### src/rtl/capp_controller.sv
// Command-side controller for the CAPP cell array: drives dual-rail search/write lines,
// owns the tag (responder) register and resolves multiple responders to the lowest index.
module capp_controller #(
   parameter int WORDS  = 100,
   parameter int WIDTH  = 32,
   parameter int SETTLE = 1
) (
   input  logic                         clk,
   input  logic                         rst_n,
   input  logic                         cmd_valid,
   output logic                         cmd_ready,
   input  logic [1:0]                   cmd_op,
   input  logic [WIDTH-1:0]             cmd_data,
   input  logic [WIDTH-1:0]             cmd_mask,
   output logic                         rsp_valid,
   output logic                         rsp_hit,
   output logic [$clog2(WORDS)-1:0]     rsp_index,
   output logic [$clog2(WORDS+1)-1:0]   rsp_count,
   output logic [WIDTH-1:0]             rsp_data,
   output logic [2*WIDTH-1:0]           mismatch_lines,
   output logic [2*WIDTH-1:0]           write_lines,
   output logic [WORDS-1:0]             word_sel,
   input  logic [WORDS-1:0]             match_lines,
   input  logic [WIDTH-1:0]             read_lines
);

   localparam int IW = $clog2(WORDS);
   localparam int CW = $clog2(WORDS+1);
   localparam int SW = (SETTLE > 1) ? $clog2(SETTLE) : 1;
   localparam logic [SW-1:0] LAST = SW'(SETTLE - 1);

   typedef enum logic [1:0] {ST_IDLE, ST_DRIVE, ST_RESP} state_e;
   typedef enum logic [1:0] {OP_SEARCH = 2'b00, OP_WRITE = 2'b01, OP_READ = 2'b10, OP_NEXT = 2'b11} op_e;

   state_e               state_q, state_d;
   op_e                  op_q, op_d;
   logic [SW-1:0]        cnt_q, cnt_d;
   logic [WORDS-1:0]     tag_q, tag_d;
   logic [2*WIDTH-1:0]   mism_q, mism_d, wr_q, wr_d;
   logic [WORDS-1:0]     sel_q, sel_d;
   logic                 rsp_load;
   logic                 rsp_hit_q, rsp_hit_d;
   logic [IW-1:0]        rsp_index_q, rsp_index_d;
   logic [CW-1:0]        rsp_count_q, rsp_count_d;
   logic [WIDTH-1:0]     rsp_data_q, rsp_data_d;

   // Interleave two per-bit rails: even line carries on1, odd line carries on0.
   function automatic logic [2*WIDTH-1:0] rails(input logic [WIDTH-1:0] on1, input logic [WIDTH-1:0] on0);
      logic [2*WIDTH-1:0] r;
      for (int j = 0; j < WIDTH; j++) begin
         r[2*j]   = on1[j];
         r[2*j+1] = on0[j];
      end
      return r;
   endfunction

   function automatic logic [IW-1:0] lowest_idx(input logic [WORDS-1:0] v);
      logic [IW-1:0] idx;
      idx = '0;
      for (int i = WORDS - 1; i >= 0; i--)
         if (v[i]) idx = IW'(i);
      return idx;
   endfunction

   function automatic logic [CW-1:0] popcount(input logic [WORDS-1:0] v);
      logic [CW-1:0] c;
      c = '0;
      for (int i = 0; i < WORDS; i++) c = c + CW'(v[i]);
      return c;
   endfunction

   always_comb begin
      // NOTE: every signal gets a default first so no path through the case infers a latch.
      state_d    = state_q;
      op_d       = op_q;
      cnt_d      = cnt_q;
      tag_d      = tag_q;
      mism_d     = '0;
      wr_d       = '0;
      sel_d      = '0;
      rsp_load   = 1'b0;
      rsp_data_d = rsp_data_q;
      case (state_q)
         ST_IDLE: begin
            if (cmd_valid) begin
               op_d    = op_e'(cmd_op);
               cnt_d   = '0;
               state_d = ST_DRIVE;
               case (op_e'(cmd_op))
                  OP_SEARCH: mism_d = rails(cmd_mask & ~cmd_data, cmd_mask & cmd_data);
                  OP_WRITE: begin
                     wr_d  = rails(cmd_mask & cmd_data, cmd_mask & ~cmd_data);
                     sel_d = tag_q;
                  end
                  OP_READ:  sel_d = tag_q & (~tag_q + WORDS'(1));
                  default: begin
                     tag_d      = tag_q & (tag_q - WORDS'(1));
                     rsp_load   = 1'b1;
                     rsp_data_d = '0;
                     state_d    = ST_RESP;
                  end
               endcase
            end
         end
         ST_DRIVE: begin
            if (cnt_q == LAST) begin
               state_d    = ST_RESP;
               rsp_load   = 1'b1;
               rsp_data_d = '0;
               if (op_q == OP_SEARCH) tag_d = ~match_lines;
               if (op_q == OP_READ && |tag_q) rsp_data_d = read_lines;
            end else begin
               cnt_d  = cnt_q + SW'(1);
               mism_d = mism_q;
               wr_d   = wr_q;
               sel_d  = sel_q;
            end
         end
         ST_RESP: state_d = ST_IDLE;
         default: state_d = ST_IDLE;
      endcase

      // Response fields reflect the tag as it will be after this command completes.
      rsp_hit_d   = rsp_hit_q;
      rsp_index_d = rsp_index_q;
      rsp_count_d = rsp_count_q;
      if (rsp_load) begin
         rsp_hit_d   = |tag_d;
         rsp_index_d = lowest_idx(tag_d);
         rsp_count_d = popcount(tag_d);
      end
   end

   // NOTE: state registers use non-blocking assignments so every flop samples pre-edge values.
   always_ff @(posedge clk or negedge rst_n) begin
      if (!rst_n) begin
         state_q     <= ST_IDLE;
         op_q        <= OP_SEARCH;
         cnt_q       <= '0;
         tag_q       <= '0;
         mism_q      <= '0;
         wr_q        <= '0;
         sel_q       <= '0;
         rsp_hit_q   <= 1'b0;
         rsp_index_q <= '0;
         rsp_count_q <= '0;
         rsp_data_q  <= '0;
      end else begin
         state_q     <= state_d;
         op_q        <= op_d;
         cnt_q       <= cnt_d;
         tag_q       <= tag_d;
         mism_q      <= mism_d;
         wr_q        <= wr_d;
         sel_q       <= sel_d;
         rsp_hit_q   <= rsp_hit_d;
         rsp_index_q <= rsp_index_d;
         rsp_count_q <= rsp_count_d;
         rsp_data_q  <= rsp_data_d;
      end
   end

   assign cmd_ready      = (state_q == ST_IDLE);
   assign rsp_valid      = (state_q == ST_RESP);
   assign rsp_hit        = rsp_hit_q;
   assign rsp_index      = rsp_index_q;
   assign rsp_count      = rsp_count_q;
   assign rsp_data       = rsp_data_q;
   assign mismatch_lines = mism_q;
   assign write_lines    = wr_q;
   assign word_sel       = sel_q;

endmodule

### config.mk
export PLATFORM = sky130hd
export DESIGN_NAME = capp_controller
export DESIGN_NICKNAME = d
export VERILOG_FILES = /design/src/rtl/capp_controller.sv
export SDC_FILE = /design/constraint.sdc
export NUM_CORES = 1
export LEC_CHECK = 0
export ABC_AREA = 1
export CORE_UTILIZATION = 45
export DETAILED_ROUTE_END_ITERATION = 7
export PLACE_DENSITY = 0.8
export REMOVE_ABC_BUFFERS = 1
export SLEW_MARGIN = 20
export SYNTH_ARGS = -nofsm -noshare
export SYNTH_HDL_FRONTEND = slang
export SYNTH_SLANG_ARGS = --single-unit
### constraint.sdc
create_clock -name clk -period 9.6 [get_ports clk]
set_input_delay 1.44 -clock clk [delete_from_list [all_inputs] [get_ports clk]]
set_output_delay 1.44 -clock clk [all_outputs]
set_load 0.05 [all_outputs]
; Yosys cells after proc, flatten, opt, wreduce, memory -nomap -nowiden
; Cells that the tools add are included.
[totals]
ff_bits = 380
latch_bits = 0
ram_bits = 0
romBits = 0
inputBits = 201
output_inout_bits = 277
word_cells = 272
memories = 0
[classes]
addsub = 102
n_mul = 0
div_mod_pow = 0
order_cmp = 0
n_eq_ne = 8
shift = 0
mux = 132
bitwise_logic = 7
reduce_logical = 12
[ops]
columns = cell, n
row1 = $mux W7, 100
row2 = $add A7 B1 Y7, 93
row3 = $mux W100, 6
row4 = $pmux W100 S2, 3
row5 = $mux W64, 5
row6 = $pmux W64 S2, 2
row7 = $and A100 B100 Y100, 2
row8 = $not A100 Y100, 2
row9 = $reduce_or A100 Y1, 2
row10 = $mux W32, 4
row11 = $add A100 B1 Y100 const B, 1
row12 = $sub A100 B1 Y100 const B, 1
row13 = $and A32 B32 Y32, 2
row14 = $pmux W32 S2, 1
row15 = $not A32 Y32, 1
row16 = $add A6 B1 Y7, 1
row17 = $add A5 B1 Y6, 1
row18 = $eq A2 B2 Y1 const B, 3
row19 = $logic_not A2 Y1, 3
row20 = $mux W2, 3
row21 = $ne A2 B2 Y1 const B, 3
row22 = $reduce_and A2 Y1, 3
row23 = $add A4 B1 Y5, 1
row24 = $mux W1, 5
row25 = other kinds (11), 13

; Logic depth before layout (Yosys ltp)
[depth]
ltp_word = 105
depth_mapped = 109

; Worst setup path before layout
; No wires, ideal clock.
[synth_timing]
path_kind = reg2reg
from = register state_q[1]
to = register rsp_count_q[6], in the netlist rsp_count[6]
arrival_time_ns = 9.565
required_time_ns = 9.465
slack_ns = -0.100
stages_incl_launch_ff = 42
path_buffers = 11
synth_period_minus_slack_ns = 9.700
cell_sequence = dfrtp_1 > buf_2 > nor2_4 > inv_2 > nor2_4 > inv_1 > clkbuf_1 > clkbuf_1 > clkbuf_1 > clkbuf_1 > buf_2 > clkbuf_1 > clkbuf_1 > clkbuf_1 > clkbuf_1 > buf_2 > o21a_1 > inv_1 > (+6 left out) > fa_1 > fa_1 > inv_1 > fa_1 > inv_1 > fa_1 > fa_1 > ha_1 > inv_1 > fa_1 > nor2_1 > a211oi_1 > inv_1 > nand2_1 > nand2_1 > a21oi_1 > xor2_1 > o21ai_0
[synth_lines]
columns = element, line
row1 = start: declaration, 35  ; state_e state_q, state_d;
row2 = start signal: assignment, 149  ; state_q <= state_d;
row3 = $eq A2 B1 Y1 / $logic_not A2 Y1 (equally long branches), 83  ; case (state_q)
row4 = $pmux W100 S2 *, 83
row5 = net tag_d[11], 38  ; logic [WORDS-1:0] tag_q, tag_d;
row6 = $add A7 B1 Y7 * (89 in a row), 68  ; for (int i = 0; i < WORDS; i++) c = c + CW'(v[i]);
row7 = end signal: assignment, 158  ; rsp_count_q <= rsp_count_d;
row8 = end: declaration, 44  ; logic [CW-1:0] rsp_count_q, rsp_count_d;
; The timed path passes the listed nets; every way through them passes the cells marked *.
; A chain may end at the register's enable or synchronous reset.

; Worst setup path after layout
[layout_timing]
from = input cmd_op[0]
to = register rsp_count_q[6], in the netlist rsp_count[6]
[layout_via]
elab_chain_len = 104
[layout_rtl]
columns = element, line
row1 = start: declaration, 12  ; input logic [1:0] cmd_op,
row2 = $eq A2 B2 Y1 (tied with other cells), 89  ; case (op_e'(cmd_op))
row3 = $reduce_or A3 Y1 (no source line) *, -
row4 = $mux W100, 89
row5 = $mux W100, 85  ; if (cmd_valid) begin
row6 = $pmux W100 S2, 83
row7 = $add A1 B1 Y2, 68
row8 = $add A2 B1 Y3, 68
row9 = $add A3 B1 Y4, 68
row10 = $add A4 B1 Y5, 68
row11 = $add A5 B1 Y6, 68
row12 = $add A6 B1 Y7, 68
row13 = $add A7 B1 Y7 (93 in a row), 68
; Mark *: on every way between the ends. The rest lies on a longest branch, timed or not.

==> reports/qor.json <==
{
  "drt.antenna.violating_nets": 0,
  "ff2ff_setup_slack_ps": 500,
  "total_number_of_vias": 20700,
  "fillCellCount": 3790,
  "ctsHtreeMaxLevel": 2,
  "tritoncts_num_sinks": 379,
  "placeableCoreArea_um2": 44400,
  "grt.overflow.total": 0,
  "max-clock-path-buffers": 3,
  "routedWlPerCell_um": 25.3,
  "worst_hold_path_type": "reg2reg",
  "clock_latency_ps": 570,
  "layout.nets": 3400,
  "synth.avg_cell_area_um2": 8.14,
  "yosys_warnings": 0,
  "gp_congestion": 1.07,
  "core.rowCount": 77,
  "drtIter0Drc": 2505,
  "synth_cell_types": 59,
  "timing.rr.end": "rsp_count[6]",
  "die_w_um": 215,
  "crit_required_ps": 10020,
  "worst_slew_pin_slew_ps": 1070,
  "rr_startpoint": "tag_q[30]",
  "drt_pre_antenna_iters": 7,
  "holdPathEnd": "rsp_data[10]",
  "grt_first_pass_wirelength_mm": 137,
  "final-seq-area_um2": 9480,
  "antenna_found_initial": 1,
  "cts_tree": "built",
  "run_status": "completed",
  "min_path_cells": 2,
  "number_of_global_route_vias_before_repair": 20700,
  "slew_viol_final": 0,
  "routed_wirelength_mm": 93.8,
  "yosys_register_bits": 379,
  "logic_depth_of_the_worst_register_to_register_path": 37,
  "async_flop_share_pct": 100,
  "yosys_most_used_dff": "sky130_fd_sc_hd__dfrtp_1",
  "finalCriticalPeriod_ps": 9190,
  "cts-buffers-inserted": 41,
  "area_growth_pct": 38.1,
  "netlist_instances": 2500,
  "criticalPathCategory": "in2reg",
  "final.period_utilization_pct": 95.7,
  "io_buffer_count": 477,
  "achievable_frequency_mhz": 109,
  "post_route_cells_drive_above_1_share_pct": 8.50,
  "relative_slew_slack_pct": 28.1,
  "maxCapViolCount": 0,
  "vias_per_cell": 5.57,
  "worst_setup_path_start_kind": "primary input",
  "clkTransAtPathRegs_ps": 60,
  "cpPeakStageDelay_ps": 560,
  "half_perimeter_wire_length_after_detailed_placement_mm": 75.1,
  "synth_seq_area_share_pct": 46.6,
  "worstHoldStart": "rsp_data[10]",
  "synth_edf_count": 0,
  "io-pin-count": 478,
  "multiInputGateArea_um2": 9300,
  "hold_viol": 0,
  "groute.usage.overall_pct": 40.5,
  "die-height_um": 215,
  "total_of_endpoints_with_negative_setup_slack_in_the_final_report": 0,
  "rsz_0062_raised_after_global_routing": "false",
  "numPlacedInstances": 3635,
  "fin_skew_ps": 23.2,
  "final.hold.worst_slack_ps": 484,
  "drcViolationCount": 0,
  "grt_start_max_net_pins": 143,
  "antennaDiodeCount": 0,
  "worst-endpoint-arrival_ps": 9610,
  "cpMostUsedCell": "sky130_fd_sc_hd__fa_1",
  "layoutNonFillerInstCount": 3710,
  "worstSetupEndpointType": "flop",
  "leading_cell_type_in_the_layout_fill_and_taps_excluded": "sky130_fd_sc_hd__nand2_1",
  "start_util_pct": 45.8,
  "root_buffer": "sky130_fd_sc_hd__clkbuf_16",
  "floorplan_die_area_um2": 46100,
  "timing.critical_path.fanout_max": 11,
  "netlist_area_um2": 20400,
  "critPathSlowestCell": "sky130_fd_sc_hd__fa_1",
  "layout.cells.most_common_list": "sky130_fd_sc_hd__nand2_1, sky130_fd_sc_hd__nor2_1, sky130_fd_sc_hd__clkdlybuf4s50_1"
}
[stage by stage]
step / area, um^2 / utilization [%] / TNS [ps] / setup slack (ps)
after floorplan: 20100 / - / -7670 / -1440
after global placement: 26700 / 60.1 / -224 / -174
after detailed placement: 26700 / 60.1 / -531 / -280
after CTS: 28100 / 63.2 / 0 / 257
after global routing: 28100 / 63.3 / 0 / 4.74
final: 28100 / 63.3 / 0 / 413
[Yosys cell counts (all sizes together), types with 5 or more instances]
cell type / instances / share of area (%)
o211a: 5 / 0.25
inv: 361 / 6.7
dfrtp: 379 / 47
nand3: 54 / 1.4
fa: 88 / 8.7
clkbuf: 64 / 1.2
a21oi: 36 / 0.88
a31oi: 21 / 0.65
o21ai: 141 / 3.5
o21a: 19 / 0.71
nand2: 592 / 11
buf: 8 / 0.18
o22ai: 12 / 0.37
o21bai: 5 / 0.18
a21boi: 7 / 0.26
a2111oi: 10 / 0.43
nor2: 512 / 10
ha: 24 / 1.5
o211ai: 23 / 0.85
nor4: 13 / 0.40
nor3b: 5 / 0.18
nor3: 32 / 0.84
o31ai: 5 / 0.18
a22oi: 7 / 0.26
nand4: 20 / 0.65
a211oi: 19 / 0.70
[worst max-delay path, delay by kind of cell]
kind                     cells  cell delay (ps)
AO/OA/AOI/OAI                3              420
XOR/XNOR                     1              150
AND/OR/NAND/NOR              9             1320
buffers and inverters        9             1220
adder cells (fa/ha/maj)     12             5010
[timing repair]
action                     4_1_cts  5_1_grt
buffers inserted                 0        0
hold buffers                     0        0
gates resized for setup          0       14
setup endpoints to repair        0        4
[per-layer routing]
layer | wire, um | global-route usage (%) | up-vias
met2 | 40900 | 60.8 | 1328
met5 | 0 | 0 | -
li1 | - | - | 9028
met4 | 4210 | 16.3 | 0
met1 | 37900 | 55.9 | 10100
met3 | 10800 | 10.8 | 196
[final cells by class]
cell class,count,share of cell area [%]
clock buffer,60,4.30
inverter,363,4.84
clock inverter,14,0.614
sequential,379,33.7
multi-input combinational,1686,33.1
tap,592,2.63
timing repair buffer,616,20.8
[worst max path at each step]
stage | start | to | slack [ps] | cells after the start
6_report | cmd_op[0] | rsp_count[6] | 410 | 34
5_1_grt | cmd_op[0] | rsp_count[6] | 5 | 38
4_1_cts | cmd_op[0] | rsp_count[6] | 260 | 35
3_5_place_dp | cmd_op[0] | rsp_count[6] | -280 | 35
3_3_place_gp | cmd_op[1] | rsp_count[6] | -170 | 35
2_1_floorplan | state_q[1] | rsp_count[6] | -1440 | 33
[cell families after synthesis]
group	after synthesis	share of synthesized area, %
adders and majority gates	112	10.1
DFF	379	46.6
xor gates and xnor gates	4	0.172
and+or+nand+nor	1236	24.8
AOI/OAI and AO/OA	334	10.3
buffers and inverters	435	8.05
[state kept, by name, summed over array words and instances, names as in the netlist]
signal and flops:
rsp_data 32, rsp_count 7, tag_q 100, op_q 2, state_q 2, rsp_hit 1
word_sel 100, write_lines 64, rsp_index 7, mismatch_lines 64
Power is not shown: default switching activity piles up to over one toggle a cycle in this logic, so the estimate is an artifact.
